## src/rtl/counter_ctrl_pkg.sv

```systemverilog
// Shared definitions for the push-button counter control stage: FSM state encoding and
// counter direction constants.
package counter_ctrl_pkg;

   localparam logic [1:0] ST_IDLE      = 2'd0;
   localparam logic [1:0] ST_HOLD_UP   = 2'd1;
   localparam logic [1:0] ST_HOLD_DOWN = 2'd2;
   localparam logic [1:0] ST_LOCK      = 2'd3;

   typedef enum logic [1:0] {
      IDLE      = ST_IDLE,
      HOLD_UP   = ST_HOLD_UP,
      HOLD_DOWN = ST_HOLD_DOWN,
      LOCK      = ST_LOCK
   } ctrl_state_e;

   localparam logic DIR_UP   = 1'b1;
   localparam logic DIR_DOWN = 1'b0;

endpackage

```

## src/rtl/button_debounce.sv

```systemverilog
// One raw button -> synchronised, debounced level plus a one-cycle press pulse.
// Latency SYNC_STAGES + DEBOUNCE_CYCLES edges from pin to level; no backpressure.
module button_debounce #(
   parameter int SYNC_STAGES     = 2,
   parameter int DEBOUNCE_CYCLES = 16
) (
   input  logic clk,
   input  logic rst,
   input  logic btn_raw,
   output logic level,
   output logic press
);

   localparam int CW = (DEBOUNCE_CYCLES > 1) ? $clog2(DEBOUNCE_CYCLES) : 1;
   localparam logic [CW-1:0] CNT_LAST = CW'(DEBOUNCE_CYCLES - 1);

   logic [SYNC_STAGES-1:0] sync_q, sync_d;
   logic                   stable_q, stable_d;
   logic [CW-1:0]          cnt_q, cnt_d;
   logic                   press_q, press_d;

   always_comb begin
      sync_d   = {sync_q[SYNC_STAGES-2:0], btn_raw};
      stable_d = stable_q;
      cnt_d    = '0;
      // Any agreeing sample restarts the run of mismatches
      if (sync_q[SYNC_STAGES-1] != stable_q) begin
         if (cnt_q == CNT_LAST) begin
            stable_d = ~stable_q;
         end else begin
            cnt_d = cnt_q + 1'b1;
         end
      end
      press_d = stable_d & ~stable_q;
   end

   always_ff @(posedge clk) begin
      if (rst) begin
         sync_q   <= '0;
         stable_q <= 1'b0;
         cnt_q    <= '0;
         press_q  <= 1'b0;
      end else begin
         sync_q   <= sync_d;
         stable_q <= stable_d;
         cnt_q    <= cnt_d;
         press_q  <= press_d;
      end
   end

   assign level = stable_q;
   assign press = press_q;

endmodule

```

## src/rtl/counter_btn_ctrl.sv

```systemverilog
// Up/down push-buttons -> registered single-cycle count strobes with auto-repeat and
// conflict lockout; pin-to-strobe latency SYNC_STAGES+DEBOUNCE_CYCLES+1, no backpressure.
module counter_btn_ctrl
   import counter_ctrl_pkg::*;
#(
   parameter int SYNC_STAGES     = 2,
   parameter int DEBOUNCE_CYCLES = 16,
   parameter int REPEAT_DELAY    = 64,
   parameter int REPEAT_RATE     = 16
) (
   input  logic clk,
   input  logic rst,
   input  logic btn_up,
   input  logic btn_down,
   output logic enable,
   output logic direction
);

   localparam int TW = $clog2(REPEAT_DELAY + 1);
   localparam logic [TW-1:0] T_FIRST  = TW'(REPEAT_DELAY);
   localparam logic [TW-1:0] T_RELOAD = TW'(REPEAT_DELAY - REPEAT_RATE);

   logic up_level, up_press, dn_level, dn_press;

   button_debounce #(
      .SYNC_STAGES     (SYNC_STAGES),
      .DEBOUNCE_CYCLES (DEBOUNCE_CYCLES)
   ) u_deb_up (
      .clk     (clk),
      .rst     (rst),
      .btn_raw (btn_up),
      .level   (up_level),
      .press   (up_press)
   );

   button_debounce #(
      .SYNC_STAGES     (SYNC_STAGES),
      .DEBOUNCE_CYCLES (DEBOUNCE_CYCLES)
   ) u_deb_dn (
      .clk     (clk),
      .rst     (rst),
      .btn_raw (btn_down),
      .level   (dn_level),
      .press   (dn_press)
   );

   ctrl_state_e   state_q, state_d;
   logic [TW-1:0] tmr_q, tmr_d, tmr_inc;
   logic          enable_q, enable_d;
   logic          dir_q, dir_d;
   logic          held_level, other_level;

   assign held_level  = (state_q == HOLD_UP) ? up_level : dn_level;
   assign other_level = (state_q == HOLD_UP) ? dn_level : up_level;

   always_comb begin
      state_d  = state_q;
      tmr_d    = tmr_q;
      enable_d = 1'b0;
      dir_d    = dir_q;
      tmr_inc  = tmr_q + 1'b1;
      case (state_q)
         IDLE: begin
            if ((up_press && (dn_press || dn_level)) || (dn_press && up_level)) begin
               state_d = LOCK;
            end else if (up_press) begin
               state_d  = HOLD_UP;
               enable_d = 1'b1;
               dir_d    = DIR_UP;
               tmr_d    = '0;
            end else if (dn_press) begin
               state_d  = HOLD_DOWN;
               enable_d = 1'b1;
               dir_d    = DIR_DOWN;
               tmr_d    = '0;
            end
         end
         HOLD_UP, HOLD_DOWN: begin
            // A conflicting press outranks both release and a due repeat
            if (other_level) begin
               state_d = LOCK;
            end else if (!held_level) begin
               state_d = IDLE;
            end else if (tmr_inc == T_FIRST) begin
               enable_d = 1'b1;
               dir_d    = (state_q == HOLD_UP) ? DIR_UP : DIR_DOWN;
               tmr_d    = T_RELOAD;
            end else begin
               tmr_d = tmr_inc;
            end
         end
         LOCK: begin
            if (!up_level && !dn_level) begin
               state_d = IDLE;
            end
         end
         default: state_d = IDLE;
      endcase
   end

   always_ff @(posedge clk) begin
      if (rst) begin
         state_q  <= IDLE;
         tmr_q    <= '0;
         enable_q <= 1'b0;
         dir_q    <= DIR_DOWN;
      end else begin
         state_q  <= state_d;
         tmr_q    <= tmr_d;
         enable_q <= enable_d;
         dir_q    <= dir_d;
      end
   end

   assign enable    = enable_q;
   assign direction = dir_q;

endmodule
```

## config.mk

```make
export PLATFORM = sky130hd
export DESIGN_NAME = counter_btn_ctrl
export DESIGN_NICKNAME = d
export VERILOG_FILES = /design/src/rtl/counter_ctrl_pkg.sv /design/src/rtl/button_debounce.sv /design/src/rtl/counter_btn_ctrl.sv
export SDC_FILE = /design/constraint.sdc
export NUM_CORES = 1
export LEC_CHECK = 0
export BUFFER_PORTS_ARGS = -buffer_cell sky130_fd_sc_hd__buf_4
export CAP_MARGIN = 20
export CORE_ASPECT_RATIO = 0.75
export CORE_UTILIZATION = 35
export CTS_CLUSTER_SIZE = 25
export DETAILED_ROUTE_END_ITERATION = 12
export PLACE_DENSITY = 0.5
export SLEW_MARGIN = 15
export SYNTH_ARGS = -nofsm -noshare
export SYNTH_HDL_FRONTEND = slang
export SYNTH_HIERARCHICAL = 1
export SYNTH_SLANG_ARGS = --single-unit
```

## constraint.sdc

```tcl
create_clock -name clk -period 3.3 [get_ports clk]
set_clock_uncertainty 0.15 [all_clocks]
set_input_delay 0.165 -clock clk [delete_from_list [all_inputs] [get_ports clk]]
set_output_delay 0.165 -clock clk [all_outputs]
set_load 0.01 [all_outputs]
```

==> flow_metrics.tcl <==
set metrics [dict create \
    status "complete, no violations" \
    fmax_mhz 479 \
    rsz0062_at_grt "false" \
    cp_slowest_cell "dfxtp_1" \
    gr-total-overflow 0 \
    drtAntennaViolNets 0 \
    leakage_nw 0.563 \
    hold_violations 0 \
    clk_path_buf_depth 2 \
    cp_num_buf_inv 1 \
    syn-cell-area_um2 1310 \
    area_growth_pct 11.9 \
    rows 18 \
    synth_edf_count 0 \
    r2r-start "state_q[1]" \
    wirelength_um 2180 \
    reg2reg_depth 7 \
    die_h_um 55.1 \
    clk_latency_ps 270 \
    setup_viol 0 \
    first_iter_violations 36 \
    setup_tns_ps 0 \
    r2r_slack_ps 1210 \
    cp_top_family "compound AO/OA/AOI/OAI gates" \
    dp_slack_ps 1240 \
    dieArea_um2 4010 \
    htreeDepth 1 \
    hpwl_um 1550 \
    start_util_pct 38.4 \
    ys_types 45 \
    synth_top_flop_cell "dfxtp_1" \
    grt_pass1_wl_um 3950 \
    worstMarginPinSlew_ps 402 \
    dr.pass1.iters 4 \
    critPathLaunchType "flip-flop" \
    io_pins 6 \
    worstPathCellList "inv_1 > ha_1 > nor3b_1 > o21ai_2 > a21o_4 > a21oi_2 > mux2_4" \
    maxCapViolCount 0 \
    relSlewSlack_pct 73.2 \
    reg2reg_to "direction" \
    path_depth 7 \
    endpoint_kind "flip-flop" \
    design_area_um2 1470 \
    coreArea_um2 3420 \
    min_from "rst" \
    peakVddDrop_mv 0.214 \
    ys_warn_count 6 \
    portBuffers 5 \
    whs_endpoint "state_q[0]" \
    grt_max_degree 24 \
    post_drt_wl_per_cell_um 11.0 \
    slew_viol_final 0 \
    fin_nets 160 \
    setup_ws_ps 1210 \
    antenna_found_initial 0 \
    final_cells 198 \
    synthCells 139 \
    diodes 0 \
    arrival_ps 2100 \
    synth.avg_cell_area_um2 9.45 \
    numCtsBuffers 3 \
    viasPerCell 4.97 \
    yosysSeqAreaShare_pct 41.1 \
    hold_path_depth 2 \
    cts_resized 0 \
    cts_tree "done" \
    p_per_area_nw_per_um2 382 \
    place_inst 192 \
    critPathRequiredTime_ps 3310 \
    track_usage_pct 13.2 \
    vias 984 \
    drive_gt1_share_pct 12.2 \
    clockRootBuffer "clkbuf_8" \
    min_path_type "in -> reg" \
    fp.dieW_um 72.7 \
    synth-seq-cells 27 \
    fin_crit_sh_pct 63.3 \
    max_stage_delay_ps 400 \
    cts.clk_slew.worst_paths_ps 80 \
    grt_pass1_vias 880 \
    path_class "reg -> reg" \
    synthesis.nets 150 \
    cts_sinks 27 \
    drc 0 \
    fin_crit_ps 2090 \
    cp_max_fo 8 \
    gp_congestion 0.832 \
    place_area_um2 1410 \
    synthArstFlopShare_pct 0 \
]
## worst max path at each step
stage	end	from	slack (ps)
floorplan	direction	state_q[1]	1390
global placement	direction	state_q[1]	1320
detailed placement	direction	state_q[1]	1240
CTS	direction	state_q[1]	1210
global route	direction	state_q[1]	1060
finish	direction	state_q[1]	1210
## layout make-up
type                       count  area (µm²)
sequential                    27         541
fill                         353        1950
timing repair buffer           7        57.6
tap                           50        62.6
clock buffer                   4        45.0
multi-input combinational    103         738
inverter                       7        26.3
## where the power goes
part           leakage [nW]  total [mW]  internal, mW  switching [mW]
clock                0.0228       0.179        0.0863          0.0931
combinational         0.322      0.0487        0.0216          0.0271
sequential            0.219       0.333         0.330         0.00335
## cell families (layout without fill, tap and decap cells)
group	count (synthesis)	in the layout	synth area share, %
and+or+nand+nor	55	55	23.0
adders and majority gates	7	7	6.67
xor gates and xnor gates	6	6	4.00
muxes	7	7	5.71
AOI/OAI and AO/OA	28	28	16.8
buffers and inverters	9	18	2.67
DFF	27	27	41.1
## stage by stage
stage	hold slack, ps	total power, mW	utilization [%]
after CTS	80.2	0.573	42.9
after global routing	87.3	0.594	42.9
after global placement	227	0.389	41.0
after detailed placement	232	0.389	41.0
final	79.6	0.562	42.9
after floorplan	86.6	0.377	-
## routing by layer
layer | part of all wire, % | vias up | wire (µm) | global-route usage (%)
met1 | 54 | 444 | 1180 | 17.0
li1 | - | 521 | - | -
met4 | 0.51 | 0 | 11 | 4.90
met2 | 41 | 17 | 894 | 20.9
met5 | 0 | - | 0 | 0
met3 | 4.0 | 2 | 86 | 4.35
## synth_stat cells, types with 2 or more instances
cell	count	area, µm²
a22oi_1	2	15.0
dfxtp_1	27	541
nand3b_1	2	15.0
a21oi_1	6	30.0
o32ai_1	2	17.5
inv_1	7	26.3
nor2b_1	5	31.3
and3_1	2	12.5
nand2b_1	2	12.5
xnor2_1	2	17.5
nor2_1	17	63.8
ha_1	7	87.6
xor2_1	4	35.0
nor3_1	3	15.0
nand2_1	5	18.8
nor4b_1	2	17.5
o21ai_0	3	15.0
mux2i_1	6	60.1
nand3_2	2	20.0
nand4_1	2	12.5
nand3_1	7	35.0
## what timing repair did
| action | CTS | global route |
|---|---|---|
| hold endpoints to repair | 2 | 0 |
| hold buffers | 2 | 0 |
| setup buffers | 0 | 0 |
## sequential cells by signal, summed over array words and instances, names as in the netlist
name,cells
u_deb_dn/level,1
u_deb_up/cnt_q,4
u_deb_dn/cnt_q,4
u_deb_up/press,1
u_deb_dn/press,1
u_deb_up/level,1
direction,1
u_deb_up/sync_q,2
tmr_q,7
enable,1
state_q,2
u_deb_dn/sync_q,2
## cell usage in the layout (no fill, tap or decap), types with 2 or more instances in the layout
cell type / Yosys / final
a21oi_1: 6 / 6
a22oi_1: 2 / 2
and3_1: 2 / 2
buf_4: 0 / 5
clkbuf_8: 0 / 3
dfxtp_1: 27 / 27
dlygate4sd3_1: 0 / 2
ha_1: 7 / 7
inv_1: 7 / 7
mux2i_1: 6 / 6
nand2_1: 5 / 5
nand2b_1: 2 / 2
nand3_1: 7 / 7
nand3_2: 2 / 2
nand3b_1: 2 / 2
nand4_1: 2 / 2
nor2_1: 17 / 17
nor2b_1: 5 / 5
nor3_1: 3 / 3
nor4b_1: 2 / 2
o21ai_0: 3 / 3
o32ai_1: 2 / 2
xnor2_1: 2 / 2
xor2_1: 4 / 4
Note: power is estimated with default switching activity, not from simulation.
